**src/rtl/memory_stream_reader.sv**
```systemverilog
// Streams a block of words out of a synchronous-read memory port into a
// 4-entry FIFO that feeds a valid/ready consumer.
module memory_stream_reader #(
  parameter int ADDR_W = 16,
  parameter int DATA_W = 16
) (
  input  logic              clock,
  input  logic              reset,
  input  logic              start,
  input  logic [ADDR_W-1:0] base_addr,
  input  logic [15:0]       count,
  output logic              mem_rd_en,
  output logic [ADDR_W-1:0] mem_addr,
  input  logic [DATA_W-1:0] mem_rd_data,
  output logic [DATA_W-1:0] out_data,
  output logic              out_valid,
  input  logic              out_ready,
  output logic              busy,
  output logic              done
);

  typedef enum logic [1:0] {
    IDLE  = 2'd0,
    READ  = 2'd1,
    DRAIN = 2'd2,
    DONE  = 2'd3
  } state_t;

  state_t r_state;
  state_t w_nextState;

  logic [ADDR_W-1:0] r_addr;
  logic [ADDR_W-1:0] r_lastAddr;
  logic [15:0]       r_remain;
  logic [15:0]       r_count;
  logic [15:0]       r_accepted;
  logic              r_inflight;

  logic [DATA_W-1:0] r_fifo [4];
  logic [1:0]        r_wrPtr;
  logic [1:0]        r_rdPtr;
  logic [2:0]        r_occ;

  logic [3:0]        w_credit;
  logic              w_issue;
  logic              w_push;
  logic              w_pop;
  logic              w_lastPop;
  logic              w_accept;

  // Credits count both buffered words and the read still in the memory
  // pipeline, so an issued read always has a FIFO slot waiting for it.
  assign w_credit  = {1'b0, r_occ} + {3'b000, r_inflight};
  assign w_issue   = (r_state == READ) && (r_remain != 16'd0) && (w_credit < 4'd4);
  assign w_push    = r_inflight;
  assign w_pop     = (r_occ != 3'd0) && out_ready;
  assign w_lastPop = w_pop && (r_accepted == (r_count - 16'd1));
  assign w_accept  = (r_state == IDLE) && start;

  assign mem_rd_en = w_issue;
  assign mem_addr  = w_issue ? r_addr : r_lastAddr;
  assign out_valid = (r_occ != 3'd0);
  assign out_data  = (r_occ != 3'd0) ? r_fifo[r_rdPtr] : '0;

  always_ff @(posedge clock) begin
    if (reset) begin
      r_state <= IDLE;
    end else begin
      r_state <= w_nextState;
    end
  end

  always_comb begin
    w_nextState = r_state;
    busy        = 1'b0;
    done        = 1'b0;
    case (r_state)
      IDLE: begin
        if (start) begin
          w_nextState = (count == 16'd0) ? DONE : READ;
        end
      end
      READ: begin
        busy = 1'b1;
        if (w_issue && (r_remain == 16'd1)) begin
          w_nextState = DRAIN;
        end
      end
      DRAIN: begin
        busy = 1'b1;
        if (w_lastPop) begin
          w_nextState = DONE;
        end
      end
      DONE: begin
        done        = 1'b1;
        w_nextState = IDLE;
      end
      default: begin
        w_nextState = IDLE;
      end
    endcase
  end

  // Clearing r_inflight on reset is what drops a read that returns afterwards.
  always_ff @(posedge clock) begin
    if (reset) begin
      r_addr     <= '0;
      r_lastAddr <= '0;
      r_remain   <= 16'd0;
      r_count    <= 16'd0;
      r_accepted <= 16'd0;
      r_inflight <= 1'b0;
      r_wrPtr    <= 2'd0;
      r_rdPtr    <= 2'd0;
      r_occ      <= 3'd0;
    end else begin
      r_inflight <= w_issue;
      if (w_accept) begin
        r_addr     <= base_addr;
        r_remain   <= count;
        r_count    <= count;
        r_accepted <= 16'd0;
      end
      if (w_issue) begin
        r_addr     <= r_addr + ADDR_W'(1);
        r_lastAddr <= r_addr;
        r_remain   <= r_remain - 16'd1;
      end
      if (w_push) begin
        r_wrPtr <= r_wrPtr + 2'd1;
      end
      if (w_pop) begin
        r_rdPtr    <= r_rdPtr + 2'd1;
        r_accepted <= r_accepted + 16'd1;
      end
      case ({w_push, w_pop})
        2'b10:   r_occ <= r_occ + 3'd1;
        2'b01:   r_occ <= r_occ - 3'd1;
        default: r_occ <= r_occ;
      endcase
    end
  end

  always_ff @(posedge clock) begin
    if (!reset && w_push) begin
      r_fifo[r_wrPtr] <= mem_rd_data;
    end
  end

endmodule
```
**config.mk**
```make
export PLATFORM = sky130hd
export DESIGN_NAME = memory_stream_reader
export DESIGN_NICKNAME = d
export VERILOG_FILES = /design/src/rtl/memory_stream_reader.sv
export SDC_FILE = /design/constraint.sdc
export NUM_CORES = 1
export LEC_CHECK = 0
export CAP_MARGIN = 20
export CORE_MARGIN = 5
export CORE_UTILIZATION = 40
export CTS_BUF_LIST = sky130_fd_sc_hd__clkbuf_16
export CTS_CLUSTER_DIAMETER = 200
export DETAILED_ROUTE_END_ITERATION = 10
export PLACE_DENSITY = 0.71
export SLEW_MARGIN = 25
export SYNTH_ARGS = -nofsm -noshare
export SYNTH_HDL_FRONTEND = slang
export SYNTH_SLANG_ARGS = --single-unit
```
**constraint.sdc**
```tcl
create_clock -name clock -period 7.9 [get_ports clock]
set_input_delay 1.975 -clock clock [delete_from_list [all_inputs] [get_ports clock]]
set_output_delay 1.975 -clock clock [all_outputs]
set_load 0.02 [all_outputs]
```
After elaboration in Yosys (flattened, before gate mapping)
Memories as Yosys holds them, arrays and structs flattened. A register that Yosys moved wholly into a read port is not among the register bits.
Index checks and enable logic that the tools add are counted.
- register bits: 90
- latch bits: 0
- RAM bits: 64
- bits in read-only memories: 0
- input port bits: 52
- output and inout port bits: 36
- logic and storage cells: 68
- memories: 1
- $add $sub $neg: 9
- $mul: 0
- divide/modulo/power cells: 0
- $lt $le $gt $ge: 1
- equality and inequality tests: 10
- shift-type cells: 0
- mux-type cells: 20
- bitwise gates (word level): 0
- reduce and logical (&&, ||, !) cells: 17
- memory list (name ; depth ; width ; rd ports ; clocked after Yosys merged registers in ; write ports ; line ; source):
    r_fifo ; 4 ; 16 ; 1 ; 1 ; 1 ; 39 ; logic [DATA_W-1:0] r_fifo [4];
- operators with widths (operator ; count):
    $mux 16 ; 8
    $add 16x1->16 const B ; 2
    $sub 16x1->16 const B ; 2
    $eq 16x1->1 const B ; 1
    $eq 16x16->1 ; 1
    $logic_not 16->1 ; 1
    $reduce_bool 16->1 ; 1
    $mux 2 ; 6
    $pmux 2 s4 ; 1
    $logic_and 1x1->1 ; 7
    $eq 2x2->1 const B ; 3
    $pmux 3 s2 ; 1
    $reduce_bool 2->1 ; 3
    $add 2x1->2 const B ; 2
    $add 3x1->4 ; 1
    $eq 2x1->1 const B ; 2
    $lt 4x3->1 const B ; 1
    $mux 1 ; 4
    $ne 2x2->1 const B ; 2
    $add 3x1->3 const B ; 1
    $reduce_and 3->1 ; 1
    $reduce_bool 3->1 ; 1
    $sub 3x1->3 const B ; 1
    $logic_not 2->1 ; 1
    3 further kinds ; 3

Longest topological paths before layout
Gate-level depths: netlist of run 1.
- depth in word-level cells: 6
- depth in mapped cells: 10
- mapped depth without buffers: 9

Worst setup path before layout of run 1
Ideal clock, no wire load.
- path kind: reg2out
- start point: register r_remain[8]
- end point: output port mem_addr[10]
- data arrival time: 2.141 ns
- data required time: 5.925 ns
- setup slack: 3.784 ns
- stages on the path, launching flop included: 9
- path buffers: 2
- cells stage by stage: dfxtp_1 or3_1 nor4_1 a21o_1 inv_2 clkbuf_1 buf_1 nand2_1 nand2_1
- word-level cells in the longest chain between the ends: 4
- RTL lines (item ; line ; source):
    start: declaration ; 34 ; logic [15:0] r_remain;
    start signal: assignment ; 121 ; r_remain <= count;
    start signal: assignment ; 128 ; r_remain <= r_remain - 16'd1;
    $reduce_bool 16->1 ; 54 ; assign w_issue = (r_state == READ) && (r_remain != 16'd0) && (w_credit < 4'd4);
    $logic_and 1x1->1 (2 in a row) ; 54 ;
    via mem_rd_en ; 12 ; output logic mem_rd_en,
    $mux 16 ; n/a ;
    end: declaration ; 13 ; output logic [ADDR_W-1:0] mem_addr,
The timed path passes the listed nets, and every way through them passes these cells.

Worst setup path after layout of run 1
- start point: register r_remain[4]
- end point: output port mem_addr[13]
- word-level cells in the longest chain between the ends: 4
- RTL lines (item ; line):
    $reduce_bool 16->1 ; 54
    $logic_and 1x1->1 (2 in a row) ; 54
    $mux 16 ; n/a
No other way between the ends.

==> results of run 1 <==
-- cell families after synthesis --
family	after synthesis	synth area share, %
fa+ha+maj	16	2.82
flops	156	51.1
buf+inv	59	3.31
mux	22	5.76
xor+xnor	25	2.97
compound gates	157	13.3
simple gates	311	20.7
-- worst min-delay path by stage --
stage / slack, ns / startpoint / depth (start not counted) / endpoint
after floorplan: 0.44 / r_lastAddr[0] / 2 / r_lastAddr[0]
after global placement: 0.45 / r_lastAddr[6] / 2 / r_lastAddr[6]
after detailed placement: 0.46 / r_lastAddr[14] / 2 / r_lastAddr[14]
after CTS: 0.46 / r_lastAddr[15] / 2 / r_lastAddr[15]
after global routing: 0.48 / r_lastAddr[5] / 2 / r_lastAddr[5]
final: 0.46 / r_lastAddr[5] / 2 / r_lastAddr[5]
-- sequential cells by signal, summed over array words and instances (netlist names), named ones only --
name / flops
r_fifo: 64
r_accepted: 16
r_addr: 16
r_count: 16
r_lastAddr: 16
r_remain: 16
r_occ: 3
r_rdPtr: 2
r_state: 2
r_wrPtr: 2
r_inflight: 1
-- worst max-delay path, cell delays in order (launching register included) --
cell and delay (ns):
sky130_fd_sc_hd__dfxtp_1 0.36, sky130_fd_sc_hd__nor4_1 0.59, sky130_fd_sc_hd__and3_1 0.32, sky130_fd_sc_hd__a21o_1 0.16, sky130_fd_sc_hd__buf_4 0.43, sky130_fd_sc_hd__nand2_1 0.14, sky130_fd_sc_hd__nand2_1 0.10, sky130_fd_sc_hd__clkdlybuf4s50_1 0.60
-- layout make-up --
type | count | area [sq um]
fill | 1661 | 9040
timing repair buffer | 91 | 896
inverter | 22 | 82.6
clock inverter | 14 | 138
tap | 229 | 287
multi-input combinational | 531 | 3360
sequential | 156 | 3760
clock buffer | 18 | 450
-- metrics by stage --
stage	instances	total power, mW	util (%)
floorplan	746	1.77	-
global placement	1029	2.08	46.5
detailed placement	1029	2.10	46.6
CTS	1061	2.91	49.8
global route	1061	3.08	49.8
finish	1061	2.90	49.8
-- power groups by stage --
stage                     clock (mW)  sequential, mW  combinational (mW)
after global placement             0            1.07                1.01
after detailed placement           0            1.08                1.02
final                          0.814            1.07                1.02
after floorplan                    0            1.03               0.737
after CTS                      0.825            1.07                1.02
after global routing           0.868            1.09                1.12
-- layer usage --
metal	share of wire [%]	vias up	wire (microns)	track usage, %
li1	-	2864	-	-
met1	47	2796	8110	22.7
met2	45	214	7710	24.3
met3	5.9	22	1010	3.30
met4	1.8	0	302	5.83
met5	0	-	0	0
-- Yosys cell counts (all sizes together), types with 3 or more instances --
library cell / n / area, sq um
mux4: 16 / 360
o21ai: 30 / 150
or3: 6 / 37.5
a21oi: 68 / 340
xnor2: 15 / 131
inv: 21 / 78.8
clkbuf: 22 / 92.6
a221oi: 6 / 52.6
edfxtp: 64 / 1920
nor4: 15 / 121
xor2: 10 / 87.6
buf: 15 / 68.8
a311oi: 8 / 70.1
nand4: 7 / 43.8
o31ai: 3 / 22.5
nor2b: 17 / 106
a31oi: 7 / 43.8
a32oi: 5 / 43.8
a211oi: 7 / 52.6
a2111oi: 3 / 45.1
nor3: 21 / 110
and3: 14 / 87.6
nand3b: 4 / 30.0
mux2i: 3 / 30.0
nor2: 67 / 254
dfxtp: 92 / 1840
or4: 6 / 45.0
nand3: 21 / 105
nand2: 113 / 424
mux2: 3 / 33.8
ha: 15 / 188
and2: 10 / 63.8
nor3b: 3 / 32.5
==> flow_metrics.py, run 1 <==
metrics = {
    "drt": {
        "viasPerCell": 5.56,
        "drt_iter0_drc": 506,
        "detail_route.wl_per_cell_microns": 16.1,
        "detail-route-antenna-nets": 0,
        "drt_wl_total_microns": 17100,
        "drt-pass1-iter-count": 5,
        "detailroute.via_count": 5896,
        "drc": 0,
    },
    "layout": {
        "final_net_count": 887,
        "diodes": 0,
        "layout-drive-gt1-share_pct": 7.33,
        "most_common_library_cell_in_the_layout_ignoring_fill_and_taps": "sky130_fd_sc_hd__nand2_1",
        "design_area_sq_um": 8980,
        "mostFrequentLayoutCells": "sky130_fd_sc_hd__nand2_1 (113), sky130_fd_sc_hd__dfxtp_1 (91), sky130_fd_sc_hd__clkdlybuf4s50_1 (86)",
        "area_growth_pct": 22.0,
    },
    "clocking": {
        "cts_tree": "yes",
        "cts.clk_slew.worst_paths_ns": 0.06,
        "cts.sink_count": 156,
        "htree_levels": 4,
        "clock-root-buffer": "sky130_fd_sc_hd__clkbuf_16",
        "clock_latency_ns": 0.42,
        "cts-buffers-inserted": 17,
        "post_cts_buffers": 0,
        "postCtsHoldBufs": 0,
        "clock_path_buffers": 2,
        "cts_repair_resize_count": 0,
    },
    "grt": {
        "grt_start_max_net_pins": 77,
        "gr-total-overflow": 0,
        "global_route.usage.total_pct": 16.0,
        "antenna_found_initial": 0,
        "grt_pass1_wl_microns": 28000,
        "first_global_vias": 5434,
    },
    "timing": {
        "timing.hold.ws_ns": 0.461,
        "finalSetupViolations": 0,
        "totalNegativeSetupSlack_ns": 0,
        "max-slew-margin-rel_pct": 31.7,
        "max_slew.worst_pin.slew_ns": 1.02,
        "max_freq_ghz": 0.196,
        "hold_viol": 0,
        "timing.final.crit_period_ns": 5.11,
        "share_of_the_cycle_needed_by_the_critical_path_after_routing_pct": 64.7,
        "slew_viol_final": 0,
        "timing.clock.skew_ns": 0.00721,
        "worst_slack_ns": 2.79,
        "rsz_0062_raised_after_global_routing": "no",
    },
    "floorplan": {
        "die-area_sq_um": 21200,
        "start_util_pct": 40.8,
        "die_width_microns": 146,
        "core_area_sq_um": 18000,
        "io_pins": 88,
        "die_h_microns": 146,
        "fp-row-count": 49,
    },
    "power": {
        "power_density_nw_per_um2": 323,
        "power.share.combinational_pct": 35.2,
        "net-switching-power_mw": 1.02,
        "pwr-share-clk_pct": 28.1,
        "power.share.switching_pct": 35.3,
        "static-leakage-power_nw": 3.17,
        "worst_ir_drop_on_vdd_mv": 0.186,
        "sequentialPowerShare_pct": 36.8,
        "intPower_mw": 1.87,
    },
    "critical_path": {
        "end_kind": "primary output",
        "worst-r2r-cell-count": 7,
        "r2r-start": "r_remain[4]",
        "timing.critical_path.required_ns": 5.93,
        "timing.critical_path.arrival_ns": 3.14,
        "timing.critical_path.from": "r_remain[4]",
        "critical_path_class": "reg -> out",
        "worst_setup_path_start_kind": "flip-flop",
        "timing.critical_path.to": "mem_addr[13]",
        "worstPathMaxFanout": 48,
        "reg2reg_to": "r_addr[14]",
        "timing.reg2reg.setup_slack_ns": 4.76,
    },
    "logic_synthesis": {
        "seq_area_frac_synth_pct": 51.1,
        "synth.distinct_cells": 63,
        "postSynthCellCount": 746,
        "syn-cell-area_sq_um": 7360,
        "syn_avg_cell_area_sq_um": 9.87,
        "synth-seq-cells": 156,
        "ys_warn_count": 0,
        "synth_enable_flop_cells": 64,
        "yosys_most_used_dff": "sky130_fd_sc_hd__dfxtp_1",
        "synthesis.nets": 814,
        "asyncSetResetFlopFracSynth_pct": 0,
    },
    "placement": {
        "place_hpwl_microns": 11700,
        "io_buffers": 87,
        "dpl_cell_area_sq_um": 8390,
        "gp_routability_congestion": 0.845,
        "place_ws_ns": 3.23,
    },
    "min_path": {
        "min_path_type": "reg -> reg",
    },
    "run": {
        "drv.max_cap_violation_count": 0,
    },
    "status": {
        "outcome": "complete, no violations",
    },
}
Note: power is estimated with default switching activity, not from simulation.
==> run 2, diff against run 1 <==
--- a/config.mk
+++ b/config.mk
@@ -11,7 +11,7 @@
 export CTS_BUF_LIST = sky130_fd_sc_hd__clkbuf_16
 export CTS_CLUSTER_DIAMETER = 200
 export DETAILED_ROUTE_END_ITERATION = 10
-export PLACE_DENSITY = 0.71
+export PLACE_DENSITY = 0.74
 export SLEW_MARGIN = 25
 export SYNTH_ARGS = -nofsm -noshare
 export SYNTH_HDL_FRONTEND = slang
==> constraint.sdc (replaced) <==
create_clock -name clock -period 4.2 [get_ports clock]
set_input_delay 1.05 -clock clock [delete_from_list [all_inputs] [get_ports clock]]
set_output_delay 1.05 -clock clock [all_outputs]
set_load 0.02 [all_outputs]
==> run 2 against run 1 <==
  * Clock power rose by 82%
  * Die area unchanged
  * Sequential share of layout area fell by 0.14 points
==> flow_metrics.py, run 2 (synthesis gave the netlist of run 1 again) <==
metrics = {
    "floorplan": {
        "die_width_microns": 146,
        "io_pins": 88,
        "core_area_sq_um": 18000,
        "die-area_sq_um": 21200,
        "die_h_microns": 146,
        "fp-row-count": 49,
        "start_util_pct": 40.8,
    },
    "grt": {
        "grt_pass1_wl_microns": 28700,
        "gr-total-overflow": 0,
        "antenna_found_initial": 0,
        "global_route.usage.total_pct": 16.5,
        "first_global_vias": 5564,
        "grt_start_max_net_pins": 73,
    },
    "clocking": {
        "clock-root-buffer": "sky130_fd_sc_hd__clkbuf_16",
        "clock_latency_ns": 0.42,
        "cts.clk_slew.worst_paths_ns": 0.06,
        "cts_tree": "yes",
        "cts_repair_resize_count": 0,
        "clock_path_buffers": 2,
        "postCtsHoldBufs": 0,
        "post_cts_buffers": 0,
        "htree_levels": 4,
        "cts-buffers-inserted": 17,
        "cts.sink_count": 156,
    },
    "critical_path": {
        "path_common_cell": "sky130_fd_sc_hd__nand2_1",
        "library_cell_contributing_the_largest_single_delay_on_the_critical_path": "sky130_fd_sc_hd__clkdlybuf4s50_1",
        "timing.critical_path.arrival_ns": 2.95,
        "timing.critical_path.cells": "nor4_1 -> and3_1 -> a21o_1 -> buf_4 -> nand2_1 -> nand2_1 -> clkdlybuf4s50_1",
        "timing.critical_path.required_ns": 3.15,
        "worst_setup_path_start_kind": "flip-flop",
        "critical_path_class": "reg -> out",
        "critPathMaxStageDelay_ns": 0.60,
        "worstPathMaxFanout": 22,
        "end_kind": "primary output",
    },
    "power": {
        "worst_ir_drop_on_vdd_mv": 0.361,
        "power.share.combinational_pct": 36.6,
        "pwr-share-clk_pct": 27.2,
        "sequentialPowerShare_pct": 36.2,
        "intPower_mw": 3.48,
        "net-switching-power_mw": 1.98,
        "static-leakage-power_nw": 3.16,
        "power.share.switching_pct": 36.2,
        "power_density_nw_per_um2": 605,
    },
    "run": {
        "drv.max_cap_violation_count": 0,
    },
    "timing": {
        "max-slew-margin-rel_pct": 47.3,
        "max_freq_ghz": 0.250,
        "rsz_0062_raised_after_global_routing": "no",
        "share_of_the_cycle_needed_by_the_critical_path_after_routing_pct": 95.3,
        "max_slew.worst_pin.slew_ns": 0.791,
        "timing.clock.skew_ns": 0.00596,
        "slew_viol_final": 0,
        "totalNegativeSetupSlack_ns": 0,
        "hold_viol": 0,
        "finalSetupViolations": 0,
        "timing.final.crit_period_ns": 4.00,
    },
    "placement": {
        "io_buffers": 87,
        "gp_routability_congestion": 0.870,
        "dp_cells": 1035,
        "place_hpwl_microns": 12000,
    },
    "drt": {
        "detail_route.wl_per_cell_microns": 16.4,
        "drt_wl_total_microns": 17500,
        "drc": 0,
        "drt_iter0_drc": 367,
        "viasPerCell": 5.49,
        "detail-route-antenna-nets": 0,
        "drt-pass1-iter-count": 5,
        "detailroute.via_count": 5860,
    },
    "status": {
        "outcome": "complete, no violations",
    },
    "layout": {
        "regMostFlops": "r_fifo",
        "area_growth_pct": 22.4,
        "most_common_library_cell_in_the_layout_ignoring_fill_and_taps": "sky130_fd_sc_hd__nand2_1",
        "final_net_count": 893,
        "mostFrequentLayoutCells": "sky130_fd_sc_hd__nand2_1 (113), sky130_fd_sc_hd__dfxtp_1 (92), sky130_fd_sc_hd__clkdlybuf4s50_1 (86)",
        "instances_no_fill": 1067,
        "number_of_flip_flops_in_the_largest_register": 64,
        "layout-drive-gt1-share_pct": 8.47,
        "diodes": 0,
    },
    "min_path": {
        "min_path_type": "reg -> reg",
    },
}
run 2: per-layer routing:
metal  global-route usage (%)  vias to the layer above  wire (microns)
li1                         -                     2880               -
met1                     23.1                     2795            8390
met2                     25.2                      164            7960
met3                     4.39                       21             954
met4                     5.22                        0             235
met5                        0                        -               0
run 2: worst paths after layout:
| check | start | endpoint | slack (ns) | cells past startpoint |
|---|---|---|---|---|
| setup / recovery | r_remain[4] | mem_addr[12] | 0.20 | 7 |
| hold / removal | r_lastAddr[5] | r_lastAddr[5] | 0.46 | 2 |
| setup reg to reg | r_remain[4] | r_addr[14] | 1.15 | 8 |
| hold reg to reg | r_lastAddr[5] | r_lastAddr[5] | 0.46 | 2 |
run 2: cell type report:
cell class,instances,area (sq um)
fill,1666,9020
sequential,156,3760
multi-input combinational,531,3360
timing repair buffer,97,941
clock buffer,17,425
tap,229,287
clock inverter,15,151
inverter,22,82.6
run 2: worst max-delay path, delay by kind of cell, from the launching register on:
kind            cells  cell delay, ns
buf+inv             2            0.86
compound gates      1            0.18
flops               1            0.36
simple gates        4            1.11
run 2: power groups by stage:
stage	clock, mW	sequential (mW)	combinational (mW)
finish	1.48	1.97	1.99
detailed placement	0	2.00	1.98
floorplan	0	1.94	1.39
CTS	1.51	1.97	2.00
global route	1.59	2.01	2.20
global placement	0	1.99	1.96
run 2: per-stage QoR:
step	hold WS (ns)	setup WS, ns	total power, mW	cell area [sq um]	util (%)
finish	0.464	0.198	5.45	9010	50.0
global route	0.482	0.00473	5.80	9010	50.0
CTS	0.467	0.209	5.47	9010	50.0
detailed placement	0.458	0.670	3.98	8430	46.8
global placement	0.454	0.727	3.95	8430	46.8
floorplan	0.444	1.01	3.33	7360	-
